## config.mk

```make
export PLATFORM = sky130hd
export DESIGN_NAME = if_prefetch
export DESIGN_NICKNAME = d
export VERILOG_FILES = /design/src/rtl/cpu_pkg.sv /design/src/rtl/if_slot_queue.sv /design/src/rtl/if_prefetch.sv
export SDC_FILE = /design/constraint.sdc
export NUM_CORES = 1
export LEC_CHECK = 0
export ABC_AREA = 1
export ABC_CLOCK_PERIOD_IN_PS = 5300
export BUFFER_PORTS_ARGS = -buffer_cell sky130_fd_sc_hd__buf_2
export CAP_MARGIN = 20
export CORE_UTILIZATION = 63
export CTS_BUF_LIST = sky130_fd_sc_hd__clkbuf_2
export DETAILED_ROUTE_END_ITERATION = 16
export PLACE_DENSITY = 0.88
export SKIP_CTS_REPAIR_TIMING = 1
export SLEW_MARGIN = 20
export SYNTH_ARGS = -nofsm -noshare
export SYNTH_HDL_FRONTEND = slang
export SYNTH_SLANG_ARGS = --single-unit
```

## constraint.sdc

```tcl
create_clock -name clk -period 5.3 [get_ports clk]
set_input_delay 0.265 -clock clk [delete_from_list [all_inputs] [get_ports clk]]
set_output_delay 0.265 -clock clk [all_outputs]
set_load 0.01 [all_outputs]
```

## src/rtl/cpu_pkg.sv

```systemverilog
// cpu_pkg: shared constants and helpers for the MIPS pipeline front end
package cpu_pkg;
  localparam logic [31:0] RESET_PC_DEF = 32'hbfc00000;
  localparam logic [31:0] ADDR_MASK_DEF = 32'h1fffffff;
  localparam logic [4:0] EXC_ADEL = 5'd4;
  function automatic int cnt_w(input int depth);
    return $clog2(depth) + 1;
  endfunction
endpackage

```

## src/rtl/if_slot_queue.sv

```systemverilog
// if_slot_queue: in-order ring of fetch slots holding PC, instruction and fill state
module if_slot_queue
  import cpu_pkg::*;
#(
  parameter int ADDR_W = 32,
  parameter int DEPTH = 4,
  parameter int CW = cnt_w(DEPTH)
) (
  input  logic              clk,
  input  logic              reset,
  input  logic              flush,
  input  logic              alloc,
  input  logic [ADDR_W-1:0] alloc_pc,
  input  logic              alloc_adel,
  input  logic              fill,
  input  logic [31:0]       fill_data,
  input  logic              pop,
  output logic [CW-1:0]     count,
  output logic [CW-1:0]     pend,
  output logic              head_filled,
  output logic              head_adel,
  output logic [ADDR_W-1:0] head_pc,
  output logic [31:0]       head_inst
);
  localparam int PW = $clog2(DEPTH);
  logic [ADDR_W-1:0] pc_q [DEPTH];
  logic [31:0] inst_q [DEPTH];
  logic [DEPTH-1:0] filled_q, adel_q;
  logic [PW-1:0] alloc_ptr, fill_ptr, pop_ptr;
  // head slot is what decode sees
  always_comb begin
    head_filled = filled_q[pop_ptr];
    head_adel = adel_q[pop_ptr];
    head_pc = pc_q[pop_ptr];
    head_inst = inst_q[pop_ptr];
  end
  // slot payload; no reset needed since filled_q qualifies every read
  always_ff @(posedge clk) begin
    if (alloc) begin
      pc_q[alloc_ptr] <= alloc_pc;
      adel_q[alloc_ptr] <= alloc_adel;
    end
    if (fill) inst_q[fill_ptr] <= fill_data;
  end
  // pointers, fill flags and occupancy; an address-error slot is born filled so the fill pointer steps past it
  always_ff @(posedge clk) begin
    if (reset || flush) begin
      alloc_ptr <= '0;
      fill_ptr <= '0;
      pop_ptr <= '0;
      count <= '0;
      pend <= '0;
      filled_q <= '0;
    end else begin
      if (pop) begin
        filled_q[pop_ptr] <= 1'b0;
        pop_ptr <= pop_ptr + PW'(1);
      end
      if (alloc) begin
        filled_q[alloc_ptr] <= alloc_adel;
        alloc_ptr <= alloc_ptr + PW'(1);
      end
      if (fill) filled_q[fill_ptr] <= 1'b1;
      if (fill || (alloc && alloc_adel)) fill_ptr <= fill_ptr + PW'(1);
      count <= count + CW'(alloc) - CW'(pop);
      pend <= pend + CW'(alloc & ~alloc_adel) - CW'(fill);
    end
  end
endmodule

```

## src/rtl/if_prefetch.sv

```systemverilog
// if_prefetch: pipelined instruction fetch with in-order prefetch queue and redirect flush
module if_prefetch
  import cpu_pkg::*;
#(
  parameter int ADDR_W = 32,
  parameter int DEPTH = 4,
  parameter logic [ADDR_W-1:0] RESET_PC = ADDR_W'(RESET_PC_DEF),
  parameter logic [ADDR_W-1:0] ADDR_MASK = ADDR_W'(ADDR_MASK_DEF)
) (
  input  logic              clk,
  input  logic              reset,
  input  logic              redirect_valid,
  input  logic [ADDR_W-1:0] redirect_pc,
  output logic              inst_req,
  output logic [ADDR_W-1:0] inst_addr,
  input  logic              inst_addr_ok,
  input  logic              inst_data_ok,
  input  logic [31:0]       inst_rdata,
  output logic              out_valid,
  input  logic              out_ready,
  output logic [31:0]       out_inst,
  output logic [ADDR_W-1:0] out_pc,
  output logic              out_adel
);
  localparam int CW = cnt_w(DEPTH);
  logic [ADDR_W-1:0] fetch_pc, head_pc;
  logic [CW-1:0] discard, count, pend, discard_flush;
  logic [CW:0] in_use;
  logic [31:0] head_inst;
  logic halt, misaligned, accept, adel_alloc, drop, fill, pop, head_filled, head_adel;
  if_slot_queue #(.ADDR_W(ADDR_W), .DEPTH(DEPTH), .CW(CW)) u_queue (
    .clk(clk),
    .reset(reset),
    .flush(redirect_valid),
    .alloc((accept | adel_alloc) & ~redirect_valid),
    .alloc_pc(fetch_pc),
    .alloc_adel(adel_alloc),
    .fill(fill),
    .fill_data(inst_rdata),
    .pop(pop),
    .count(count),
    .pend(pend),
    .head_filled(head_filled),
    .head_adel(head_adel),
    .head_pc(head_pc),
    .head_inst(head_inst)
  );
  // bus handshake, queue control and decode-side presentation
  always_comb begin
    misaligned = fetch_pc[1:0] != 2'b00;
    in_use = {1'b0, count} + {1'b0, discard};
    inst_req = ~reset & ~halt & ~misaligned & (in_use < (CW+1)'(DEPTH));
    inst_addr = fetch_pc & ADDR_MASK;
    accept = inst_req & inst_addr_ok;
    adel_alloc = ~reset & ~halt & misaligned & ~redirect_valid & (count < CW'(DEPTH));
    drop = inst_data_ok & (discard != '0);
    fill = inst_data_ok & ~drop & ~redirect_valid;
    out_valid = head_filled & ~redirect_valid;
    pop = out_valid & out_ready;
    out_pc = out_valid ? head_pc : '0;
    out_adel = out_valid & head_adel;
    out_inst = (out_valid & ~head_adel) ? head_inst : 32'h0;
    discard_flush = discard + pend + CW'(accept) - CW'(inst_data_ok);
  end
  // fetch PC, stale-response debt and address-error halt
  always_ff @(posedge clk) begin
    if (reset) begin
      fetch_pc <= RESET_PC;
      discard <= '0;
      halt <= 1'b0;
    end else if (redirect_valid) begin
      fetch_pc <= redirect_pc;
      discard <= discard_flush;
      halt <= 1'b0;
    end else begin
      if (accept) fetch_pc <= fetch_pc + ADDR_W'(4);
      if (drop) discard <= discard - CW'(1);
      if (adel_alloc) halt <= 1'b1;
    end
  end
endmodule

```

Yosys cells after proc, flatten, opt, wreduce, memory -nomap -nowiden
Memories as Yosys holds them, arrays and structs flattened. A register that Yosys moved wholly into a read port is not among the register bits. Cells that the tools add are included.

Word-level logic and storage cells: 102. Bits in registers: 56. Bits in writable memories: 256. Output and inout bits: 99. Memories kept: 2. Bits of input ports: 70.

Memory list: u_queue.inst_q (depth 4, bits a word 32, rd ports 1, clocked after memory_dff 1, write ports 1, RTL line if_slot_queue.sv:27) `logic [31:0] inst_q [DEPTH];`; u_queue.pc_q (depth 4, bits a word 32, rd ports 1, clocked after memory_dff 1, write ports 1, RTL line if_slot_queue.sv:26) `logic [ADDR_W-1:0] pc_q [DEPTH];`.

Multiplexer cells: 31. $lt $le $gt $ge: 8. Bitwise gates (word level): 27. Add/subtract/negate cells: 13. Reduce and logical (&&, ||, !) cells: 11.

Operators with widths (number): two-way mux 32 bit (4); adder 32 x 3 -> 32 bit (second input constant) (1); two-way mux 4 bit (5); bitwise AND 1 bit (15); < comparator 2 x 3 -> 1 bit (second input constant) (3); two-way mux 1 bit (9); subtractor 3 x 1 -> 3 bit (3); bitwise mux 4 bit (2); two-way mux 2 bit (4); adder 2 x 1 -> 2 bit (second input constant) (3); adder 3 x 1 -> 3 bit (2); adder 3 bit (2); demux 1 bit (select 2 bit) (3); >= comparator 2 x 1 -> 1 bit (second input constant) (3); two-way mux 3 bit (2); NOT 1 bit (6); nonzero test 2 bit (3); adder 3 x 3 -> 4 bit (1); bitwise AND 4 bit (1); binary-select mux 1 bit (select 2 bit) (2); logical AND 1 bit (4); < comparator 4 x 3 -> 1 bit (second input constant) (1); NOT 4 bit (1); bitwise OR 4 bit (1); other kinds (8) (9).

Longest topological paths before layout
Depth after elaboration: 13. Depth in mapped cells: 14.

Modules after synthesis
A second synthesis with hierarchy kept.

Cell total of the unflattened synthesis: 1468. Area, all modules: 14256.2 µm².

Modules (own cells, without submodules): if_slot_queue (instances 1, area each 10755.3 µm², cells an instance 834); if_prefetch (instances 1, area each 3500.9 µm², cells an instance 634).

Worst setup path before layout
No wires, ideal clock.

Kind: reg-to-reg. Start: reg discard[2]. End: reg discard[2]. Setup time: 0.132 ns. Arrival: 2.622 ns. Clock period less this slack: 2.754 ns. Setup slack: 2.546 ns. Data required time: 5.168 ns. Stages on the path, launching flop included: 14. Cells stage by stage: dfxtp_1 -> ha_1 -> inv_1 -> nand3_1 -> nor2_1 -> nand3_4 -> ha_1 -> inv_1 -> fa_1 -> fa_1 -> xor2_1 -> xnor2_1 -> o21ai_0 -> a21oi_1.

Longest elaborated chain between the ends: 7.

RTL lines: start, declared (RTL line if_prefetch.sv:27) `logic [CW-1:0] discard, count, pend, discard_flush;`; start signal, assigned (RTL line if_prefetch.sv:73) `discard <= discard_flush;`; start signal, assigned (RTL line if_prefetch.sv:77) `if (drop) discard <= discard - CW'(1);`; adder 3 x 3 -> 4 bit (RTL line if_prefetch.sv:51) `in_use = {1'b0, count} + {1'b0, discard};`; < comparator 4 x 3 -> 1 bit (RTL line if_prefetch.sv:52) `inst_req = ~reset & ~halt & ~misaligned & (in_use < (CW+1)'(DEPTH));`; bitwise AND 1 bit (RTL line if_prefetch.sv:52); bitwise AND 1 bit (RTL line if_prefetch.sv:54) `accept = inst_req & inst_addr_ok;`; adder 3 x 1 -> 3 bit (RTL line if_prefetch.sv:63) `discard_flush = discard + pend + CW'(accept) - CW'(inst_data_ok);`; subtractor 3 x 1 -> 3 bit (RTL line if_prefetch.sv:63); two-way mux 3 bit (RTL line if_prefetch.sv:71) `end else if (redirect_valid) begin`.

Parallel ways exist; a longest one is shown, timed or not. The select of a mux whose other input is x is not followed. A chain may end at the register's enable or synchronous reset.

Worst setup path after layout
Ends and elaborated chain as after synthesis.

==> impl_metrics.py <==
metrics = {
    "worst_setup_path": {
        "crit_path_end_kind": "flop",
        "critical_path_required_ns": 6.02,
        "crit_path_cell_trace": "ha_1 > inv_1 > nand3_1 > nor2_1 > nand3_4 > ha_1 > inv_1 > fa_1 > fa_1 > xor2_1 > xnor2_1 > o21ai_0 > a21oi_1 > dlygate4sd3_1",
        "worst-path-buf-inv": 3,
        "critPathMaxStageDelay_ns": 0.61,
        "critical_path.top_delay_family": "adder cells",
        "crit_slowest_cell": "dlygate4sd3_1",
        "timing.critical_path.from_type": "flop",
        "timing.critical_path.fanout_max": 6,
        "critical_path_arrival_ns": 4.40,
        "critical_path_start_end_classification": "flop to flop",
        "r2r_setup_slack_ns": 1.62,
    },
    "placed_design": {
        "placement.io_buffers": 165,
        "placed_cells_incl_taps": 1707,
        "dpl_cell_area_um2": 14600,
        "dp_hpwl_mm": 19.6,
        "place.gp.congestion": 0.902,
    },
    "clocking": {
        "cts_inserted_buffers": 77,
        "numClockSinks": 314,
        "worst_skew_pair.late_latency_ns": 0.86,
        "h-tree-depth": 3,
        "root_buffer": "clkbuf_2",
        "cts_buffer_depth": 3,
        "cts_tree": "done",
        "clk_pin_slew_worst_paths_ns": 0.11,
    },
    "timing": {
        "finalHoldWorstSlack_ns": 0.0434,
        "report.final.slew_viol_count": 0,
        "setup_violations": 0,
        "max_transition_margin_pct": 35.4,
        "worst-slew-pin-transition_ns": 0.968,
        "hold_violations": 0,
        "finalCritPeriodShare_pct": 69.4,
        "fin_skew_ns": 0.0540,
        "rsz_0062_raised_after_global_routing": "no",
        "layout_min_cycle_time_ns": 3.68,
        "max_clock_freq_mhz": 272,
        "tns_ns": 0,
    },
    "routing": {
        "drt_iter0_markers": 1028,
        "wl_met3_mm": 3.63,
        "first_pass_iters": 5,
        "post_drt_wl_per_cell_um": 18.3,
        "wl_mm": 35.2,
        "top_layer": "met4",
        "met2_wl_mm": 17.4,
        "antenna_violating_nets_post_route": 0,
        "detail_route.wirelength.met1_mm": 12.9,
        "route.detailed.drc": 0,
        "via_count": 11000,
        "routed_via_density": 5.72,
    },
    "synthesis": {
        "synth-warning-count": 0,
        "synth-seq-cells": 314,
        "synthDistinctLibCells": 39,
        "syn-cell-area_um2": 13900,
        "postSynth.asyncResetShare_pct": 0,
        "synth_area_per_cell_um2": 10.3,
        "synth_seq_area_share_pct": 63.9,
        "synth_ff_type": "edfxtp_1",
        "number_of_flops_mapped_to_enable_cells_by_yosys": 260,
        "synth_cells": 1345,
    },
    "global_route": {
        "grt_util_all_layers_pct": 28.6,
        "grt_overflow": 0,
        "vias_in_the_first_global_route": 10000,
        "grt_start_max_net_pins": 111,
        "grt_pass1_wl_mm": 49.5,
        "grt_antenna_before_repair": 1,
    },
    "floorplan": {
        "die_area_um2": 22700,
        "design.portCount": 169,
        "die_h_um": 151,
        "std_cell_rows": 53,
        "die_w_um": 151,
        "starting_density_pct": 65.1,
        "placeableCoreArea_um2": 21400,
    },
    "flow_run": {
        "max_cap_violations": 0,
    },
    "min_path": {
        "holdCritPathClass": "input pin to flop",
    },
    "outcome": {
        "status": "finished, final reports clean",
    },
    "finish": {
        "layout-area-overhead-vs-synth_pct": 16.4,
        "stdcell_area_um2": 16200,
        "fillers": 1343,
        "nNetsFinal": 1688,
        "postLayoutCoreUtil_pct": 75.8,
        "drive_gt1_share_pct": 20.1,
        "finish.cell_count_without_fillers": 1921,
    },
    "power": {
        "power_density_nw_per_um2": 300,
        "vdd.ir_drop.worst_mv": 0.163,
        "leakage_nw": 6.49,
    },
}
## metal layers
layer / vias to the layer above / GRT usage [%]
met4: 0 / 14.4
met2: 706 / 47.6
met1: 5095 / 35.7
li1: 5070 / -
met3: 123 / 5.76
met5: - / 0
## cell families after synthesis
| family | after synthesis | synth area share (%) |
|---|---|---|
| compound gates | 263 | 9.77 |
| fa+ha+maj | 27 | 2.65 |
| simple gates | 542 | 16.0 |
| xor+xnor | 24 | 1.51 |
| buf+inv | 174 | 6.13 |
| other cells | 1 | 0.0270 |
| flops | 314 | 63.9 |
## worst paths after layout
kind,cells past startpoint,end,start
worst max-delay path,14,discard[2]$_SDFFE_PP0P_,discard[2]$_SDFFE_PP0P_
worst min-delay path,2,fetch_pc[8]$_SDFFE_PP0N_,reset
worst max register to register,14,discard[2]$_SDFFE_PP0P_,discard[2]$_SDFFE_PP0P_
worst min register to register,1,u_queue.alloc_ptr[0]$_SDFFE_PP0N_,u_queue.alloc_ptr[0]$_SDFFE_PP0N_
## flip-flops by register name, summed over array words and instances, names as in the netlist, 2 cells and up, named ones only
signal             count
u_queue.inst_q       128
u_queue.adel_q         4
u_queue.pc_q         128
u_queue.fill_ptr       2
u_queue.pend           3
u_queue.filled_q       4
u_queue.pop_ptr        2
discard                3
u_queue.alloc_ptr      2
fetch_pc              32
u_queue.count          3
## worst reg2reg max path, cell delays in order, from the launching register on
cell and delay [ns]:
dfxtp_1 0.41, ha_1 0.26, inv_1 0.05, nand3_1 0.07, nor2_1 0.21, nand3_4 0.19, ha_1 0.32, inv_1 0.05
fa_1 0.40, fa_1 0.41, xor2_1 0.25, xnor2_1 0.09, o21ai_0 0.16, a21oi_1 0.11, dlygate4sd3_1 0.61
## synthesized netlist by cell type, types with 10 or more instances
master / number / share of area [%]
nand3_1: 37 / 1.3
inv_1: 74 / 2.0
xor2_1: 15 / 0.95
edfxtp_1: 260 / 56
a21oi_1: 98 / 3.5
o21ai_0: 143 / 5.1
nand4_1: 10 / 0.45
ha_1: 23 / 2.1
buf_2: 18 / 0.65
nand2_1: 155 / 4.2
dfxtp_1: 54 / 7.8
buf_4: 33 / 1.8
nor2_1: 321 / 8.7
clkbuf_1: 29 / 0.78
## cells in the final DEF (no fill, tap or decap), drive strengths merged
master | synthesis | final
nor2 | 326 | 326
edfxtp | 260 | 260
buf | 64 | 178
nand2 | 160 | 160
o21ai | 150 | 150
clkbuf | 29 | 112
a21oi | 99 | 99
inv | 79 | 81
dlygate4sd3 | 0 | 80
dfxtp | 54 | 54
nand3 | 41 | 41
ha | 23 | 23
clkinv | 2 | 18
xor2 | 15 | 15
nand4 | 10 | 10
xnor2 | 9 | 9
a31oi | 9 | 9
fa | 4 | 4
a211oi | 3 | 3
conb | 1 | 3
bufinv | 0 | 3
nor3 | 3 | 3
diode | 0 | 1
a32o | 1 | 1
and2 | 1 | 1
o21bai | 1 | 1
or2 | 1 | 1
## power breakdown
| part | internal [W] | switching, W | total [W] |
|---|---|---|---|
| registers | 0.00273 | 0.0000714 | 0.00280 |
| clock network | 0.000710 | 0.000939 | 0.00165 |
| logic | 0.000160 | 0.000234 | 0.000394 |
| total | 0.00360 | 0.00124 | 0.00485 |
## metrics by stage
stage                     setup WS, ns  total power, W
after floorplan                   2.55         0.00307
after global placement            2.41         0.00316
after detailed placement          2.31         0.00318
after CTS                         1.67         0.00479
after global routing              1.46         0.00503
final                             1.62         0.00485
## area by class of cell
class / count / area, um2 / share of cell area, %
Antenna cell: 1 / 2.50 / 0.0155
Clock buffer: 112 / 561 / 3.46
Clock inverter: 21 / 168 / 1.04
Inverter: 81 / 305 / 1.89
Multi-Input combinational cell: 859 / 4180 / 25.8
Sequential cell: 314 / 8890 / 55.0
Tap cell: 275 / 344 / 2.13
Timing Repair Buffer: 258 / 1730 / 10.7
No activity file was read; power rests on OpenSTA's default activity.
